$ cat src/rtl/ablauf_steuerwerk_if.sv
// Handshake and data bundle between the sequencer and the core datapath
// (fetch, decoder flags, ALU, data memory, register file).
interface ablauf_steuerwerk_if #(
  parameter int unsigned ADRESS_BREITE = 32
);
  logic                     Befehlsanfrage;
  logic                     BefehlBereit;
  logic                     DekodierSignal;
  logic                     LoadBefehl;
  logic                     StoreBefehl;
  logic                     UnbedingterSprungBefehl;
  logic                     BedingterSprungBefehl;
  logic                     RelativerSprung;
  logic                     AbsoluterSprung;
  logic                     JALBefehl;
  logic                     Sprungbedingung;
  logic [31:0]              IDaten;
  logic [31:0]              SprungRegisterWert;
  logic [31:0]              BedingungsWert;
  logic                     ALUStart;
  logic                     ALUFertig;
  logic                     SpeicherAnfrage;
  logic                     SpeicherSchreiben;
  logic                     SpeicherBereit;
  logic                     RegisterSchreiben;
  logic [ADRESS_BREITE-1:0] JALRuecksprung;
  logic [ADRESS_BREITE-1:0] PC;
  logic                     Fehler;

  modport master (
    output Befehlsanfrage, DekodierSignal, ALUStart, SpeicherAnfrage,
           SpeicherSchreiben, RegisterSchreiben, JALRuecksprung, PC, Fehler,
    input  BefehlBereit, LoadBefehl, StoreBefehl, UnbedingterSprungBefehl,
           BedingterSprungBefehl, RelativerSprung, AbsoluterSprung, JALBefehl,
           Sprungbedingung, IDaten, SprungRegisterWert, BedingungsWert,
           ALUFertig, SpeicherBereit
  );

  modport slave (
    input  Befehlsanfrage, DekodierSignal, ALUStart, SpeicherAnfrage,
           SpeicherSchreiben, RegisterSchreiben, JALRuecksprung, PC, Fehler,
    output BefehlBereit, LoadBefehl, StoreBefehl, UnbedingterSprungBefehl,
           BedingterSprungBefehl, RelativerSprung, AbsoluterSprung, JALBefehl,
           Sprungbedingung, IDaten, SprungRegisterWert, BedingungsWert,
           ALUFertig, SpeicherBereit
  );
endinterface

$ cat src/rtl/ablauf_steuerwerk.sv
// Core sequencer: fetch, decode, execute, memory, writeback with one
// instruction in flight; owns the PC and a per-handshake timeout.
module ablauf_steuerwerk #(
  parameter int unsigned              ADRESS_BREITE = 32,
  parameter logic [ADRESS_BREITE-1:0] START_ADRESSE = '0,
  parameter int unsigned              WARTE_LIMIT   = 255
) (
  input logic                  Takt,
  input logic                  Reset,
  ablauf_steuerwerk_if.master  bus
);

  localparam int unsigned ZW       = (WARTE_LIMIT < 2) ? 1 : $clog2(WARTE_LIMIT + 1);
  localparam int unsigned LIMIT_M1 = (WARTE_LIMIT == 0) ? 0 : WARTE_LIMIT - 1;

  typedef enum logic [2:0] {
    START, HOLEN, DEKODIEREN, AUSFUEHREN, SPEICHER, ALU_WARTEN, FEHLER
  } zustand_t;

  zustand_t               state_q, state_d;
  logic [ADRESS_BREITE-1:0] pc_q, pc_d;
  logic [ADRESS_BREITE-1:0] link_q, link_d;
  logic [ZW-1:0]          cnt_q, cnt_d;
  logic                   schreiben_q, schreiben_d;
  logic                   alu_start_q, alu_start_d;
  logic                   reg_schreiben_q, reg_schreiben_d;
  logic                   befehlsanfrage_q, dekodier_q, speicher_anfrage_q, fehler_q;

  logic [ADRESS_BREITE-1:0] sprung_ziel;
  logic [ADRESS_BREITE-1:0] pc_plus_imm;
  logic                     verzweigt;
  logic                     limit_erreicht;

  // Jump kind is fully selected by RelativerSprung; the absolute flag is redundant.
  logic unused_flags;
  assign unused_flags = bus.AbsoluterSprung;

  assign pc_plus_imm    = pc_q + ADRESS_BREITE'(bus.IDaten);
  assign sprung_ziel    = bus.RelativerSprung ? pc_plus_imm
                                              : ADRESS_BREITE'(bus.SprungRegisterWert);
  assign verzweigt      = bus.Sprungbedingung ? (bus.BedingungsWert == '0)
                                              : (bus.BedingungsWert != '0);
  assign limit_erreicht = (WARTE_LIMIT != 0) && (cnt_q == ZW'(LIMIT_M1));

  always_comb begin
    state_d         = state_q;
    pc_d            = pc_q;
    link_d          = link_q;
    cnt_d           = cnt_q;
    schreiben_d     = schreiben_q;
    alu_start_d     = 1'b0;
    reg_schreiben_d = 1'b0;

    case (state_q)
      START: state_d = HOLEN;
      HOLEN: begin
        if (bus.BefehlBereit)        state_d = DEKODIEREN;
        else if (limit_erreicht)     state_d = FEHLER;
        else                         cnt_d   = cnt_q + 1'b1;
      end
      DEKODIEREN: state_d = AUSFUEHREN;
      AUSFUEHREN: begin
        if (bus.UnbedingterSprungBefehl) begin
          if (bus.JALBefehl) begin
            reg_schreiben_d = 1'b1;
            link_d          = pc_q + 1'b1;
          end
          pc_d    = sprung_ziel;
          state_d = HOLEN;
        end else if (bus.BedingterSprungBefehl) begin
          pc_d    = verzweigt ? pc_plus_imm : pc_q + 1'b1;
          state_d = HOLEN;
        end else if (bus.LoadBefehl || bus.StoreBefehl) begin
          schreiben_d = bus.StoreBefehl;
          state_d     = SPEICHER;
        end else begin
          alu_start_d = 1'b1;
          state_d     = ALU_WARTEN;
        end
      end
      SPEICHER: begin
        if (bus.SpeicherBereit) begin
          reg_schreiben_d = ~schreiben_q;
          schreiben_d     = 1'b0;
          pc_d            = pc_q + 1'b1;
          state_d         = HOLEN;
        end else if (limit_erreicht) begin
          state_d = FEHLER;
        end else begin
          cnt_d = cnt_q + 1'b1;
        end
      end
      ALU_WARTEN: begin
        if (bus.ALUFertig) begin
          reg_schreiben_d = 1'b1;
          pc_d            = pc_q + 1'b1;
          state_d         = HOLEN;
        end else if (limit_erreicht) begin
          state_d = FEHLER;
        end else begin
          cnt_d = cnt_q + 1'b1;
        end
      end
      FEHLER:  state_d = FEHLER;
      default: state_d = FEHLER;
    endcase

    // Any state change restarts the wait counter, covering every wait-state entry.
    if (state_d != state_q) cnt_d = '0;
    if (state_d == FEHLER)  schreiben_d = 1'b0;
  end

  // Level outputs are registered from the next state so they track the state exactly.
  always_ff @(posedge Takt or posedge Reset) begin
    if (Reset) begin
      state_q            <= START;
      pc_q               <= START_ADRESSE;
      link_q             <= '0;
      cnt_q              <= '0;
      schreiben_q        <= 1'b0;
      alu_start_q        <= 1'b0;
      reg_schreiben_q    <= 1'b0;
      befehlsanfrage_q   <= 1'b0;
      dekodier_q         <= 1'b0;
      speicher_anfrage_q <= 1'b0;
      fehler_q           <= 1'b0;
    end else begin
      state_q            <= state_d;
      pc_q               <= pc_d;
      link_q             <= link_d;
      cnt_q              <= cnt_d;
      schreiben_q        <= schreiben_d;
      alu_start_q        <= alu_start_d;
      reg_schreiben_q    <= reg_schreiben_d;
      befehlsanfrage_q   <= (state_d == HOLEN);
      dekodier_q         <= (state_d == DEKODIEREN);
      speicher_anfrage_q <= (state_d == SPEICHER);
      fehler_q           <= (state_d == FEHLER);
    end
  end

  assign bus.Befehlsanfrage    = befehlsanfrage_q;
  assign bus.DekodierSignal    = dekodier_q;
  assign bus.ALUStart          = alu_start_q;
  assign bus.SpeicherAnfrage   = speicher_anfrage_q;
  assign bus.SpeicherSchreiben = schreiben_q;
  assign bus.RegisterSchreiben = reg_schreiben_q;
  assign bus.JALRuecksprung    = link_q;
  assign bus.PC                = pc_q;
  assign bus.Fehler            = fehler_q;

endmodule

$ cat src/flat_wrapper.sv
// flat-port wrapper written by rule: the top's interface ports become plain ports
module ablauf_steuerwerk_flat 
#(
  parameter int unsigned              ADRESS_BREITE = 32,
  parameter logic [ADRESS_BREITE-1:0] START_ADRESSE = '0,
  parameter int unsigned              WARTE_LIMIT   = 255
)
  (Takt, Reset, bus_Befehlsanfrage, bus_DekodierSignal, bus_ALUStart, bus_SpeicherAnfrage, bus_SpeicherSchreiben, bus_RegisterSchreiben, bus_JALRuecksprung, bus_PC, bus_Fehler, bus_BefehlBereit, bus_LoadBefehl, bus_StoreBefehl, bus_UnbedingterSprungBefehl, bus_BedingterSprungBefehl, bus_RelativerSprung, bus_AbsoluterSprung, bus_JALBefehl, bus_Sprungbedingung, bus_IDaten, bus_SprungRegisterWert, bus_BedingungsWert, bus_ALUFertig, bus_SpeicherBereit);
  ablauf_steuerwerk_if #(.ADRESS_BREITE(ADRESS_BREITE)) bus_i ();
  input logic Takt;
  input logic Reset;
  output wire logic [$bits(bus_i.Befehlsanfrage)-1:0] bus_Befehlsanfrage;
  output wire logic [$bits(bus_i.DekodierSignal)-1:0] bus_DekodierSignal;
  output wire logic [$bits(bus_i.ALUStart)-1:0] bus_ALUStart;
  output wire logic [$bits(bus_i.SpeicherAnfrage)-1:0] bus_SpeicherAnfrage;
  output wire logic [$bits(bus_i.SpeicherSchreiben)-1:0] bus_SpeicherSchreiben;
  output wire logic [$bits(bus_i.RegisterSchreiben)-1:0] bus_RegisterSchreiben;
  output wire logic [$bits(bus_i.JALRuecksprung)-1:0] bus_JALRuecksprung;
  output wire logic [$bits(bus_i.PC)-1:0] bus_PC;
  output wire logic [$bits(bus_i.Fehler)-1:0] bus_Fehler;
  input wire logic [$bits(bus_i.BefehlBereit)-1:0] bus_BefehlBereit;
  input wire logic [$bits(bus_i.LoadBefehl)-1:0] bus_LoadBefehl;
  input wire logic [$bits(bus_i.StoreBefehl)-1:0] bus_StoreBefehl;
  input wire logic [$bits(bus_i.UnbedingterSprungBefehl)-1:0] bus_UnbedingterSprungBefehl;
  input wire logic [$bits(bus_i.BedingterSprungBefehl)-1:0] bus_BedingterSprungBefehl;
  input wire logic [$bits(bus_i.RelativerSprung)-1:0] bus_RelativerSprung;
  input wire logic [$bits(bus_i.AbsoluterSprung)-1:0] bus_AbsoluterSprung;
  input wire logic [$bits(bus_i.JALBefehl)-1:0] bus_JALBefehl;
  input wire logic [$bits(bus_i.Sprungbedingung)-1:0] bus_Sprungbedingung;
  input wire logic [$bits(bus_i.IDaten)-1:0] bus_IDaten;
  input wire logic [$bits(bus_i.SprungRegisterWert)-1:0] bus_SprungRegisterWert;
  input wire logic [$bits(bus_i.BedingungsWert)-1:0] bus_BedingungsWert;
  input wire logic [$bits(bus_i.ALUFertig)-1:0] bus_ALUFertig;
  input wire logic [$bits(bus_i.SpeicherBereit)-1:0] bus_SpeicherBereit;
  assign bus_Befehlsanfrage = bus_i.Befehlsanfrage;
  assign bus_DekodierSignal = bus_i.DekodierSignal;
  assign bus_ALUStart = bus_i.ALUStart;
  assign bus_SpeicherAnfrage = bus_i.SpeicherAnfrage;
  assign bus_SpeicherSchreiben = bus_i.SpeicherSchreiben;
  assign bus_RegisterSchreiben = bus_i.RegisterSchreiben;
  assign bus_JALRuecksprung = bus_i.JALRuecksprung;
  assign bus_PC = bus_i.PC;
  assign bus_Fehler = bus_i.Fehler;
  assign bus_i.BefehlBereit = bus_BefehlBereit;
  assign bus_i.LoadBefehl = bus_LoadBefehl;
  assign bus_i.StoreBefehl = bus_StoreBefehl;
  assign bus_i.UnbedingterSprungBefehl = bus_UnbedingterSprungBefehl;
  assign bus_i.BedingterSprungBefehl = bus_BedingterSprungBefehl;
  assign bus_i.RelativerSprung = bus_RelativerSprung;
  assign bus_i.AbsoluterSprung = bus_AbsoluterSprung;
  assign bus_i.JALBefehl = bus_JALBefehl;
  assign bus_i.Sprungbedingung = bus_Sprungbedingung;
  assign bus_i.IDaten = bus_IDaten;
  assign bus_i.SprungRegisterWert = bus_SprungRegisterWert;
  assign bus_i.BedingungsWert = bus_BedingungsWert;
  assign bus_i.ALUFertig = bus_ALUFertig;
  assign bus_i.SpeicherBereit = bus_SpeicherBereit;
  ablauf_steuerwerk #(.ADRESS_BREITE(ADRESS_BREITE), .START_ADRESSE(START_ADRESSE), .WARTE_LIMIT(WARTE_LIMIT)) u_core (.Takt(Takt), .Reset(Reset), .bus(bus_i));
endmodule
$ cat config.mk
export PLATFORM = sky130hd
export DESIGN_NAME = ablauf_steuerwerk_flat
export DESIGN_NICKNAME = d
export VERILOG_FILES = /design/src/rtl/ablauf_steuerwerk_if.sv /design/src/rtl/ablauf_steuerwerk.sv /design/src/flat_wrapper.sv
export SDC_FILE = /design/constraint.sdc
export NUM_CORES = 1
export LEC_CHECK = 0
export BUFFER_PORTS_ARGS = -buffer_cell sky130_fd_sc_hd__buf_4
export CAP_MARGIN = 20
export CORE_MARGIN = 4
export CORE_UTILIZATION = 30
export CTS_CLUSTER_SIZE = 25
export DETAILED_ROUTE_END_ITERATION = 8
export GPL_TIMING_DRIVEN = 0
export HOLD_SLACK_MARGIN = 0.06
export PLACE_DENSITY_LB_ADDON = 0.3
export SLEW_MARGIN = 20
export SYNTH_ARGS = -nofsm -noshare
export SYNTH_HDL_FRONTEND = slang
export SYNTH_SLANG_ARGS = --single-unit
$ cat constraint.sdc
create_clock -name Takt -period 2.9 [get_ports Takt]
set_clock_uncertainty 0.1 [all_clocks]
set_input_delay 0.29 -clock Takt [delete_from_list [all_inputs] [get_ports Takt]]
set_output_delay 0.29 -clock Takt [all_outputs]
set_load 0.02 [all_outputs]
==> impl_metrics.ini <==
[critical_path]
endpoint_kind = flop
critPathMaxStageDelay_ps = 400
critPathKind = flop to flop
worst-r2r-cell-count = 15
cp_max_fo = 3
arrival_ps = 3250
critPathMostFrequentCell = buf_4
worstReg2RegStart = u_core.bus.PC[0]
crit_chain = ha_4 -> inv_2 -> fa_2 -> nor2b_2 -> o2111ai_2 -> a21boi_2 -> a211oi_2 -> o31ai_4 -> o41ai_4 -> buf_4 -> o21ai_4 -> buf_4 -> xnor2_2 -> nand2_1 -> a311oi_1
cp_num_buf_inv = 3
crit_path_start_kind = flop
crit_start = u_core.bus.PC[0]
ff2ff_setup_slack_ps = -210
cpMaxStageDelayCell = dfrtp_2
r2r-end = u_core.bus.PC[22]
critPathTopFamily = compound AO/OA/AOI/OAI gates
required_ps = 3040

[cts]
clock-root-buffer = clkbuf_16
htreeDepth = 3
clkLatencyLatePin_ps = 340
tritoncts = done
cts_inserted_buffers = 9
clock-sinks = 82
clockBufferDepth = 2
cts.reportedPaths.clkPinSlew_ps = 70

[detailed_routing]
drt_iter0_drc = 608
drc = 0
ant_nets = 0
wl_per_cell_um = 19.35
routed_wl_um = 24890
route.vias.total = 6927
first_pass_iters = 7
routed_via_density = 5.386

[sta]
setup_ws_ps = -210.6
worst_pin_slew_ps = 897.1
fin_hold_ws_ps = 125.0
finalSetupViolCount = 8
slew_headroom_pct = 39.74
fmax_mhz = 321.5
rsz0062_at_grt = true
drv_slew = 0
fin_crit_sh_pct = 107.3
hold_violations = 0
fin_crit_ps = 3111

[min_path]
hold_path_depth = 3
hold_end = u_core.bus.PC[17]
holdCritPathClass = input port to flop
min_from = bus_SprungRegisterWert[17]

[logic_synthesis]
ys_warn_count = 0
syn_avg_cell_area_um2 = 8.020
synth_cell_type_count = 64
postSynthCellCount = 788
yosysTopAreaCell = dfrtp_1
synth_nets = 932
yosys_most_used_dff = dfrtp_1
synthArstFlopShare_pct = 100.0
ys_seq_elements = 82
synth.top_cell.area_share_pct = 32.47
synth_area_leaders = dfrtp_1 32%, a21oi_1 7.8%, ha_1 6.7%
synthesis.area_um2 = 6320
synth_edf_count = 0
yosysSeqAreaShare_pct = 32.47
yosysMostFrequentCell = a21oi_1
synthTopCellsByCount = 98 x a21oi_1, 85 x nor2_1, 82 x dfrtp_1

[placed_design]
dp_hpwl_um = 18910
dpl_worst_slack_ps = -516.6
dp_cells = 1236
place_area_um2 = 8045
portBuffers = 177
place.gp.congestion = 0.9087

[layout]
fillers = 2098
layout.nets = 1155
final_cell_area_um2 = 8994
area_delta_synth_final_pct = 42.31
ff_latch_area_um2 = 2064
finish.utilization_pct = 43.88
stdcell_count = 1286
multi_input_area_um2 = 4355
antenna_cells = 0
drive_above_1_share_pct = 30.81

[floorplanning]
die_x_um = 153.1
core_area_um2 = 20490
die_y_um = 153.1
initial_utilization_pct = 30.84
rows = 52
io_pins = 180
die_area_um2 = 23450

[global_routing]
grt_pass1_vias = 6693
overflow = 0
track_usage_pct = 20.29
grt_max_degree = 47
grt_pass1_wl_um = 37910
antenna_found_initial = 1

[power_and_ir_drop]
p_leak_nw = 3.924
vdd.ir_drop.worst_mv = 0.4060
p_per_area_nw_per_um2 = 1099

[outcome]
violations = negative setup slack
status = complete, but fails checks

[run]
drv_cap = 0
==> worst reg2reg max path, stage by stage, from the launching register on <==
cell       delay [ps]
dfrtp_2           400
ha_4              140
inv_2              30
fa_2              340
nor2b_2           150
o2111ai_2         140
a21boi_2          240
a211oi_2          120
o31ai_4           270
o41ai_4           120
buf_4             170
o21ai_4           160
buf_4             150
xnor2_2           110
nand2_1            80
a311oi_1          280
==> stage by stage <==
step / total power, mW / setup TNS (ps)
3_3_place_gp: 7.623 / -81330
2_1_floorplan: 5.668 / -68.66
5_1_grt: 10.53 / -2033
4_1_cts: 9.583 / -760.5
6_report: 9.884 / -823.0
3_5_place_dp: 7.677 / -17000
==> cells in the final DEF (no fill, tap or decap), types with 5 or more instances in the layout <==
master,count
a21oi_2,9
clkbuf_1,24
nor4_1,11
nand3_1,20
a21o_1,11
o21bai_1,5
o22ai_1,17
clkbuf_2,9
o21ai_1,20
nand4_1,17
xor2_1,30
a22oi_1,8
o21ai_0,30
a22o_1,5
and3_1,16
o21a_1,6
a221oi_1,5
nand2b_1,7
inv_1,17
and2_1,5
a21oi_1,88
nor3_1,11
o211ai_1,5
nor2_1,81
dfrtp_1,72
a32oi_1,5
buf_4,210
xnor2_1,33
ha_4,5
a31oi_1,7
clkbuf_16,9
ha_1,26
nand2_1,76
mux2i_1,5
dfrtp_2,10
==> routing by layer <==
metal / track usage (%) / part of all wire, %
met4: 6.194 / 2.6
met1: 28.90 / 46
met3: 3.732 / 6.9
met5: 0 / 0.052
met2: 31.35 / 45
==> final cells by class <==
cell class	count	share of cell area (%)
buffer	38	1.767
clock buffer	9	2.504
clock inverter	7	1.447
inverter	22	0.9460
multi-input combinational	644	48.43
sequential	82	22.95
tap	270	3.756
timing repair buffer	214	18.20
==> power by group <==
group / internal, mW / total (mW) / leakage (nW) / switching (mW)
clock network: 0.861 / 1.39 / 0.174 / 0.531
registers: 1.64 / 2.21 / 0.982 / 0.573
logic: 2.65 / 6.28 / 2.77 / 3.62
==> registers in the layout, indices dropped and copies added, names as in the netlist <==
signal / cells
u_core.bus.Befehlsanfrage: 1
u_core.bus.ALUStart: 1
u_core.bus.JALRuecksprung: 32
u_core.bus.RegisterSchreiben: 1
u_core.state_q: 3
u_core.bus.PC: 32
u_core.bus.SpeicherAnfrage: 1
u_core.bus.Fehler: 1
u_core.bus.SpeicherSchreiben: 1
u_core.bus.DekodierSignal: 1
u_core.cnt_q: 8
==> cells by family after synthesis <==
kind of cell             synth area share [%]
AO/OA/AOI/OAI                           25.84
XOR/XNOR                                9.147
adder cells (fa/ha/maj)                 7.048
buffers and inverters                   3.762
flip-flops                              32.47
multiplexers                            1.505
AND/OR/NAND/NOR                         20.23
==> worst max path at each step <==
stage                        end  slack, ps  cells after the start
6_report       u_core.bus.PC[22]       -210                     15
5_1_grt        u_core.bus.PC[22]       -330                     15
4_1_cts        u_core.bus.PC[22]       -210                     15
3_5_place_dp   u_core.bus.PC[25]       -520                     12
3_3_place_gp    u_core.bus.PC[0]      -1060                      2
2_1_floorplan  u_core.bus.PC[26]        -70                     13
==> repair_timing <==
action,in CTS,in global routing
setup endpoints to repair,35,50
gates resized for setup,47,31
pin swaps,22,19
setup buffers,19,16
hold buffers,1,0
hold endpoints to repair,36,0
(Power assumes the default switching activity.)
